**config.mk**
```make
export PLATFORM = sky130hd
export DESIGN_NAME = writeback_arbiter
export DESIGN_NICKNAME = d
export VERILOG_FILES = /design/src/rtl/writeback_arbiter.sv
export SDC_FILE = /design/constraint.sdc
export NUM_CORES = 1
export LEC_CHECK = 0
export CAP_MARGIN = 20
export CORE_AREA = 5 5 196 198
export DETAILED_ROUTE_END_ITERATION = 6
export DIE_AREA = 0 0 201 203
export PLACE_DENSITY = 0.64
export SYNTH_ARGS = -nofsm -noshare
export SYNTH_HDL_FRONTEND = slang
export SYNTH_SLANG_ARGS = --single-unit
export TNS_END_PERCENT = 20
```
**constraint.sdc**
```tcl
create_clock -name clk -period 9.83 [get_ports clk]
set_input_delay 0.983 -clock clk [delete_from_list [all_inputs] [get_ports clk]]
set_output_delay 0.983 -clock clk [all_outputs]
set_load 0.05 [all_outputs]
```
**src/rtl/writeback_arbiter.sv**
```systemverilog
`default_nettype none
// ============================================================================
// Module   : writeback_arbiter
// Purpose  : Round-robin arbiter for the single register-file write port,
//            plus the 64-entry pending-writeback scoreboard for the scheduler.
// Revision : 1.0 - initial release
// ============================================================================
module writeback_arbiter #(
    parameter int NUM_UNITS = 5,
    parameter int RN_W      = 6,
    parameter int DATA_W    = 64
) (
    input  logic                        clk,
    input  logic                        rst_n,
    input  logic                        issue_en,
    input  logic [RN_W-1:0]             issue_rd,
    input  logic                        issue_rd2_en,
    input  logic [RN_W-1:0]             issue_rd2,
    input  logic [NUM_UNITS-1:0]        wb_req,
    input  logic [NUM_UNITS*RN_W-1:0]   wb_rn,
    input  logic [NUM_UNITS*DATA_W-1:0] wb_data,
    output logic [NUM_UNITS-1:0]        wb_ack,
    output logic                        rf_we,
    output logic [RN_W-1:0]             rf_wrn,
    output logic [DATA_W-1:0]           rf_wdata,
    output logic [63:0]                 reg_busy,
    output logic                        issue_collide
);

    localparam int c_PTR_W = (NUM_UNITS > 1) ? $clog2(NUM_UNITS) : 1;
    localparam int c_SUM_W = c_PTR_W + 1;
    localparam logic [c_PTR_W-1:0] c_LAST = c_PTR_W'(NUM_UNITS - 1);

    logic [c_PTR_W-1:0] r_rr_ptr;
    logic [63:0]        r_busy;
    logic               r_rf_we;
    logic [RN_W-1:0]    r_rf_wrn;
    logic [DATA_W-1:0]  r_rf_wdata;
    logic               r_collide;

    logic               w_grant_vld;
    logic [c_PTR_W-1:0] w_grant_idx;
    logic [c_SUM_W-1:0] w_sum;
    logic [c_PTR_W-1:0] w_idx;
    logic [RN_W-1:0]    w_grant_rn;
    logic [DATA_W-1:0]  w_grant_data;
    logic [63:0]        w_busy_next;
    logic               w_collide;

    // Walk the requesters starting at the pointer; the first hit wins.
    always_comb begin
        w_grant_vld = 1'b0;
        w_grant_idx = '0;
        w_sum       = '0;
        w_idx       = '0;
        for (int k = 0; k < NUM_UNITS; k++) begin
            w_sum = {1'b0, r_rr_ptr} + c_SUM_W'(k);
            if (w_sum >= c_SUM_W'(NUM_UNITS))
                w_sum = w_sum - c_SUM_W'(NUM_UNITS);
            w_idx = w_sum[c_PTR_W-1:0];
            if (!w_grant_vld && wb_req[w_idx]) begin
                w_grant_vld = 1'b1;
                w_grant_idx = w_idx;
            end
        end
        if (!rst_n)
            w_grant_vld = 1'b0;
    end

    always_comb begin
        wb_ack       = '0;
        w_grant_rn   = '0;
        w_grant_data = '0;
        for (int i = 0; i < NUM_UNITS; i++) begin
            if (w_grant_vld && (w_grant_idx == c_PTR_W'(i))) begin
                wb_ack[i]    = 1'b1;
                w_grant_rn   = wb_rn[i*RN_W +: RN_W];
                w_grant_data = wb_data[i*DATA_W +: DATA_W];
            end
        end
    end

    // Set is applied after clear so a fresh producer keeps the bit pending.
    always_comb begin
        w_busy_next = r_busy;
        if (w_grant_vld)
            w_busy_next[w_grant_rn] = 1'b0;
        if (issue_en)
            w_busy_next[issue_rd] = 1'b1;
        if (issue_en && issue_rd2_en)
            w_busy_next[issue_rd2] = 1'b1;
        w_busy_next[0] = 1'b0;

        w_collide = issue_en &&
                    (((issue_rd != '0) && r_busy[issue_rd]) ||
                     (issue_rd2_en && (issue_rd2 != '0) && r_busy[issue_rd2]));
    end

    always_ff @(posedge clk) begin
        if (!rst_n) begin
            r_rr_ptr   <= '0;
            r_busy     <= '0;
            r_rf_we    <= 1'b0;
            r_rf_wrn   <= '0;
            r_rf_wdata <= '0;
            r_collide  <= 1'b0;
        end else begin
            r_busy    <= w_busy_next;
            r_collide <= w_collide;
            r_rf_we   <= w_grant_vld && (w_grant_rn != '0);
            if (w_grant_vld) begin
                r_rf_wrn   <= w_grant_rn;
                r_rf_wdata <= w_grant_data;
                r_rr_ptr   <= (w_grant_idx == c_LAST) ? '0 : w_grant_idx + 1'b1;
            end
        end
    end

    assign rf_we         = r_rf_we;
    assign rf_wrn        = r_rf_wrn;
    assign rf_wdata      = r_rf_wdata;
    assign reg_busy      = r_busy;
    assign issue_collide = r_collide;

endmodule
`default_nettype wire

```
# Word level (Yosys, flattened, before mapping)
# Cells that the tools add are included.
# Widths: inputs -> output; s select.
# totals
word_cells	123
output_inout_bits	141
ff_bits	139
# op_classes
add_sub_neg	10
n_reduce_logical	27
order_cmp	16
n_eq_ne	4
mux	55
n_bitwise	4
# ops
cell	count
$mux 64	8
$or 64x64->64	2
$and 64x64->64	1
$not 64->64	1
$mux 3	11
$mux 6	5
$lt 6x7->1 const B	3
$mux 1	21
$lt 3x4->1 const B	5
$demux 1 s6	3
$ge 6x1->1 const B	3
$logic_and 1x1->1	18
$reduce_bool 6->1	3
$ge 4x3->1 const B	4
$bmux 1 s3	5
$sub 3x3->3 const B	5
$bmux 1 s6	2
$add 3x2->4 const B	2
$eq 3x2->1 const B	2
$add 3x1->4 const B	1
$add 3x3->4 const B	1
$logic_not 1->1	4
$add 3x1->3 const B	1
$eq 3x1->1 const B	1
4 further kinds	4

# Depth between registers and ports, before layout
# Gate-level depths: netlist of the first run.
# logic_depth
depth_word	35
mapped_depth	26
mapped_depth_nobuf	22

# Least setup slack after synthesis of the first run
# OpenSTA, ideal clock, no wires.
# synth_path
path_type	reg-to-output
start	reg r_rr_ptr[1]
end	out wb_ack[3]
required_time_ns	8.847
path_slack_ns	3.658
arrival_ns	5.189
n_path_buf	6
path_stages_with_launch	23
path_cell_list	dfxtp_1 > clkbuf_1 > inv_1 > ha_1 > ha_1 > clkbuf_1 > a21oi_1 > mux2i_1 > o211ai_1 > a21boi_0 > nor4bb_1 > or3_1 > a21oi_1 > o31ai_1 > o21a_1 > ha_1 > ha_1 > clkbuf_1 > clkbuf_1 > nand2_1 > inv_1 > buf_2 > buf_1
# synth_via
elab_chain_len	20
# synth_lines
item	line	text
start: declaration	34	logic [c_PTR_W-1:0] r_rr_ptr;
start signal: assignment	114	r_rr_ptr <= (w_grant_idx == c_LAST) ? '0 : w_grant_idx + 1'b1;
branches (longest 18 deep; another with $add 3x1->4)	--	
$logic_and 1x1->1 (*)	75	if (w_grant_vld && (w_grant_idx == c_PTR_W'(i))) begin
$mux 1 (*)	75	
end: declaration	22	output logic [NUM_UNITS-1:0] wb_ack,
# Mark *: on every way between the ends. The select of a mux whose other input is x is not followed.

# Worst setup path after layout of the first run
# layout_path
start	reg r_rr_ptr[1]
end	out wb_ack[2]
# The elaborated chain is that of the path after synthesis.

==> results of run 1 <==
## routing by layer
metal	wire, microns	track usage, %
met1	26700	39.4
met2	30800	48.8
met3	5990	8.02
met4	1530	8.04
met5	47	0
## registers in the layout (all words and copies together), names as in the netlist
signal	count
rf_wdata	64
reg_busy	63
rf_wrn	6
r_rr_ptr	3
issue_collide	1
rf_we	1
## logic make-up (layout without fill, tap and decap cells)
group | after synthesis | count (layout) | share of synthesized area [%]
compound gates | 658 | 658 | 43.7
buf+inv | 180 | 612 | 7.06
other cells | 1 | 11 | 0.0346
flops | 138 | 138 | 25.5
mux | 51 | 51 | 7.16
simple gates | 273 | 273 | 14.7
fa+ha+maj | 14 | 14 | 1.69
xor+xnor | 3 | 3 | 0.243
## worst min path at each step
stage                     slack (ps)          from  depth (start not counted)           end
final                            440     rf_wrn[1]                          2     rf_wrn[1]
after floorplan                  660     rf_wrn[0]                          2     rf_wrn[0]
after global routing             470  rf_wdata[48]                          2  rf_wdata[48]
after detailed placement         440     rf_wrn[1]                          2     rf_wrn[1]
after global placement           430     rf_wrn[1]                          2     rf_wrn[1]
after CTS                        450     rf_wrn[1]                          2     rf_wrn[1]
## power by group
group / internal (mW) / switching [mW]
Combinational: 1.54 / 2.77
Sequential: 0.664 / 0.0593
Clock: 0.413 / 0.284
## critical path, delay by kind of cell (launching register included)
kind	cells	cell delay [ps]
buffers and inverters	4	1790
and+or+nand+nor	3	790
DFF	1	680
muxes	1	150
AOI/OAI and AO/OA	4	1350
adders and majority gates	3	1590
## Yosys cell counts (13+ instances only)
| library cell | count |
|---|---|
| dfxtp_1 | 138 |
| o21ai_0 | 110 |
| clkbuf_1 | 92 |
| a21oi_1 | 83 |
| a22oi_1 | 80 |
| a221oi_1 | 71 |
| nand2_1 | 69 |
| nor2_1 | 69 |
| a221o_1 | 58 |
| a31oi_1 | 57 |
| o211ai_1 | 54 |
| inv_1 | 43 |
| o22ai_1 | 38 |
| a21o_1 | 30 |
| mux4_2 | 20 |
| mux2i_1 | 19 |
| buf_2 | 17 |
| nor2b_1 | 15 |
| ha_1 | 13 |
## cell type report
cell class / count / area (sq um) / area share (%)
antenna: 10 / 25.0 / 0.149
clock buffer: 21 / 460 / 2.75
clock inverter: 10 / 141 / 0.843
inverter: 47 / 179 / 1.07
multi-input combinational: 1000 / 7320 / 43.7
sequential: 138 / 2760 / 16.5
tap: 468 / 586 / 3.49
timing repair buffer: 534 / 5290 / 31.5
==> results.cfg, run 1 <==
[worst_setup_path]
crit_slowest_cell = clkdlybuf4s50_1
cp_cell_sequence = inv_1, ha_1, ha_1, a211oi_1, mux2i_1, or4_1, a21boi_0, nand2_1, o21ai_0, a221oi_1, ha_1, nand3_2, inv_2, buf_4, clkdlybuf4s50_1
r2r_start = r_rr_ptr[1]
r2r_end = reg_busy[59]
rr_worst_depth = 21
crit_start = r_rr_ptr[1]
crit_type = flop to output port
setup.worst_path.end = wb_ack[2]
crit_top_cell = ha_1
start_kind = flop
path_max_fanout = 53
arrival_ps = 6830
crit_path_end_kind = output port
regToRegSetupSlack_ps = 2500
required_ps = 8850
cp_slowest_stage_delay_ps = 940

[clock_network]
post_cts_buffers = 0
cts_tree = done
insertion_delay_ps = 440
clkTransAtPathRegs_ps = 70
cts_sinks = 138
cts.repair.resized = 0
h-tree-depth = 4
cts-root-buf = clkbuf_16
cts_inserted_buffers = 17
postCtsHoldBufs = 0
cts_max_path_buffers = 2

[synth]
async_reset_ff_share_pct = 0
ys_ff_latch = 138
syn-mean-instance-area_sq_um = 8.22
yosys.area.top_type_share_pct = 25.5
yosysSeqAreaShare_pct = 25.5
yosys.area.top_type = dfxtp_1
synth_area_sq_mm = 0.0108
synth.area.top_cells = dfxtp_1, a221oi_1, a22oi_1
synthCells = 1318
yosys_warnings = 0
syn_nets = 1703
synth_edf_count = 0
yosys.cell_types.count = 100
synthFlopType = dfxtp_1

[timing]
slew_violations = 0
hold_ws_ps = 445
timing.setup.tns_ps = 0
finalHoldViolCount = 0
setup_viol = 0
fmax_mhz = 128
grt_setup_unrepaired = false
period_share_pct = 79.4
relSlewSlack_pct = 26.7
tightest_slew_ps = 1090
setup_ws_ps = 2020
timing.final.crit_period_ps = 7810
clock_skew_ps = 12.3

[global_routing]
grt_use_total_pct = 30.0
grt_pass1_wl_mm = 93.1
antenna_found_initial = 15
overflow = 0
grt_max_degree = 85
grt_pass1_vias = 13347

[cells_and_area]
final_common_cell = clkdlybuf4s50_1
drive_above_1_share_pct = 8.17
num-fill-cells = 3530
design_area_sq_mm = 0.0168
synthToLayoutAreaGrowth_pct = 54.7
final-instance-count-excl-fill = 2228
final_util_pct = 46.1
layout_common_cells = clkdlybuf4s50_1, dfxtp_1, o21ai_0, a21oi_1, a22oi_1
final_nets = 2123

[routing]
via_per_inst = 6.18
routed_wl_mm = 65.1
route.detailed.drc = 0
ant_nets = 0
drt_iter0_drc = 1506
wl_per_cell_microns = 29.2
drt-pass1-iter-count = 7
vias = 13776

[placement]
gp_congestion = 0.972
post_dp_cell_area_sq_mm = 0.0161
portBuffers = 510
dp_hpwl_mm = 50.9
place_inst = 2186
dpl_worst_slack_ps = 2600

[floorplan]
core_area_sq_mm = 0.0363
die_h_microns = 203
rows = 70
die_area_sq_mm = 0.0408
initial_core_util_pct = 29.8
io_pins = 512
die_w_microns = 201

[power]
p_total_mw = 5.73
leakage_nw = 5.51
power_density_mw_per_mm2 = 342
vdd_drop_max_uv = 494

[job]
maxCapViolCount = 0

[run_status]
run_status = completed

[min_path]
hold_class = flop to flop
Power figures use the tool's default switching activity.
==> inputs of run 2 (changes only) <==
- PLACE_DENSITY: 0.64 -> 0.66
- clock period: 9.83 -> 6.3 ns (I/O delays scaled with it)
==> run 2 against run 1 <==
Against the previous run: power grew 64%; worst hold slack better by 16 ps; worst setup slack got worse by 1600 ps; non-clock buffer count rose by 26; critical path type is now flop to flop; critical path depth is 7 higher.
==> results.cfg, run 2 (synthesis gave the netlist of run 1 again) <==
[run_status]
run_status = completed

[cells_and_area]
layout_common_cells = clkdlybuf4s50_1, dfxtp_1, o21ai_0, a21oi_1, a22oi_1
seqCellArea_sq_mm = 0.00276
largest_register_ffs = 64
synthToLayoutAreaGrowth_pct = 57.9
drive_above_1_share_pct = 9.97
num-fill-cells = 3520
final_common_cell = clkdlybuf4s50_1
final_util_pct = 47.1
final_nets = 2149
multi_input_area_sq_mm = 0.00733

[placement]
portBuffers = 510
dp_hpwl_mm = 52.3
gp_congestion = 1.02

[routing]
vias = 14353
via_per_inst = 6.36
ant_nets = 0
route.detailed.drc = 0
routed_wl_mm = 67.8
drt-pass1-iter-count = 6
drt_iter0_drc = 1737
wl_per_cell_microns = 30.0

[floorplan]
die_h_microns = 203
die_w_microns = 201
core_area_sq_mm = 0.0363
initial_core_util_pct = 29.8
die_area_sq_mm = 0.0408
rows = 70
io_pins = 512

[clock_network]
cts-root-buf = clkbuf_16
h-tree-depth = 4
cts_sinks = 138
insertion_delay_ps = 450
cts_tree = done
cts_inserted_buffers = 17
cts_max_path_buffers = 2
clkTransAtPathRegs_ps = 60

[worst_setup_path]
crit_type = flop to flop
cp_top_family = compound AO/OA/AOI/OAI gates
cp_cell_sequence = inv_1, ha_2, ha_1, buf_4, a21oi_1, mux2i_1, o211ai_1, a21boi_0, nor2_1, or3_1, a21oi_1, o31ai_1, o21ai_0, ha_1, inv_1, nor2_1, a221oi_1, nor2_1, a22oi_2, o31ai_4, and4_1, a31oi_1
arrival_ps = 6210
required_ps = 6600
cp_slowest_stage_delay_ps = 600
path_max_fanout = 9
start_kind = flop
crit_top_cell = nor2_1
crit_slowest_cell = and4_1
crit_path_end_kind = flop
critPathBufInv = 3

[power]
comb_power_share_pct = 75.7
leakage_nw = 5.69
power_density_mw_per_mm2 = 550
clkPwrFrac_pct = 12.2
vdd_drop_max_uv = 502
pwr-share-seq_pct = 12.1
sw_frac_of_total_pct = 52.8
p_sw_mw = 4.97
internal_power_mw = 4.44

[timing]
finalHoldViolCount = 0
grt_setup_unrepaired = false
timing.setup.tns_ps = 0
tightest_slew_ps = 1200
fmax_mhz = 169
clock_skew_ps = 6.46
relSlewSlack_pct = 19.5
timing.final.crit_period_ps = 5910
period_share_pct = 93.9
hold_ws_ps = 461
slew_violations = 0
setup_viol = 0

[global_routing]
grt_use_total_pct = 31.1
overflow = 0
grt_pass1_wl_mm = 95.9
grt_max_degree = 63
grt_pass1_vias = 13843
antenna_found_initial = 21

[job]
maxCapViolCount = 0

[min_path]
hold_class = flop to flop
## run 2: final cells by class
class / instances / area share [%]
Multi-Input combinational cell: 1000 / 42.9
Clock inverter: 11 / 1.14
Tap cell: 468 / 3.42
Timing Repair Buffer: 560 / 32.6
Antenna cell: 14 / 0.205
Sequential cell: 138 / 16.2
Inverter: 47 / 1.05
Clock buffer: 19 / 2.59
## run 2: per-stage QoR
stage | setup slack, ps | std cells | instance area, sq um | power, mW
after floorplan | 428 | 1318 | 10800 | 5.88
after global placement | 427 | 2209 | 16400 | 8.03
after detailed placement | 264 | 2209 | 16400 | 8.09
after CTS | 220 | 2239 | 17000 | 9.26
after global routing | 12.6 | 2252 | 17100 | 9.91
final | 387 | 2257 | 17100 | 9.41
## run 2: metal layers
metal	vias to the layer above	share of wire (%)	global-route usage, %	wire length [microns]
met2	959	47	50.9	32000
li1	6187	-	-	-
met1	7026	39	38.3	26200
met4	14	3.3	10.9	2250
met3	167	11	10.3	7260
met5	-	0.13	0	91
## run 2: path summary, 6_finish.rpt
| kind | slack, ps | depth (start not counted) | end | from |
|---|---|---|---|---|
| hold reg to reg | 460 | 2 | rf_wdata[57] | rf_wdata[57] |
| setup reg to reg | 390 | 22 | reg_busy[54] | r_rr_ptr[1] |
| hold / removal | 460 | 2 | rf_wdata[57] | rf_wdata[57] |
| setup / recovery | 390 | 22 | reg_busy[54] | r_rr_ptr[1] |
## run 2: worst register-to-register path, delay by kind of cell (launching register included)
kind,cells,cell delay (ps)
AOI/OAI and AO/OA,10,2150
adders and majority gates,3,770
buffers and inverters,3,490
DFF,1,520
muxes,1,240
and+or+nand+nor,5,1610
## run 2: power by group through the flow
stage                     clock network [mW]  registers, mW  logic (mW)
after global placement                     0           1.15        6.88
after CTS                               1.16           1.14        6.97
after floorplan                            0           1.50        4.38
after global routing                    1.20           1.15        7.56
after detailed placement                   0           1.15        6.94
final                                   1.15           1.14        7.12
## run 2: timing repair
item / in CTS / in global routing
hold buffers: 0 / 0
setup buffers: 0 / 3
gates resized for setup: 0 / 5
endpoints found under the setup margin: 0 / 65
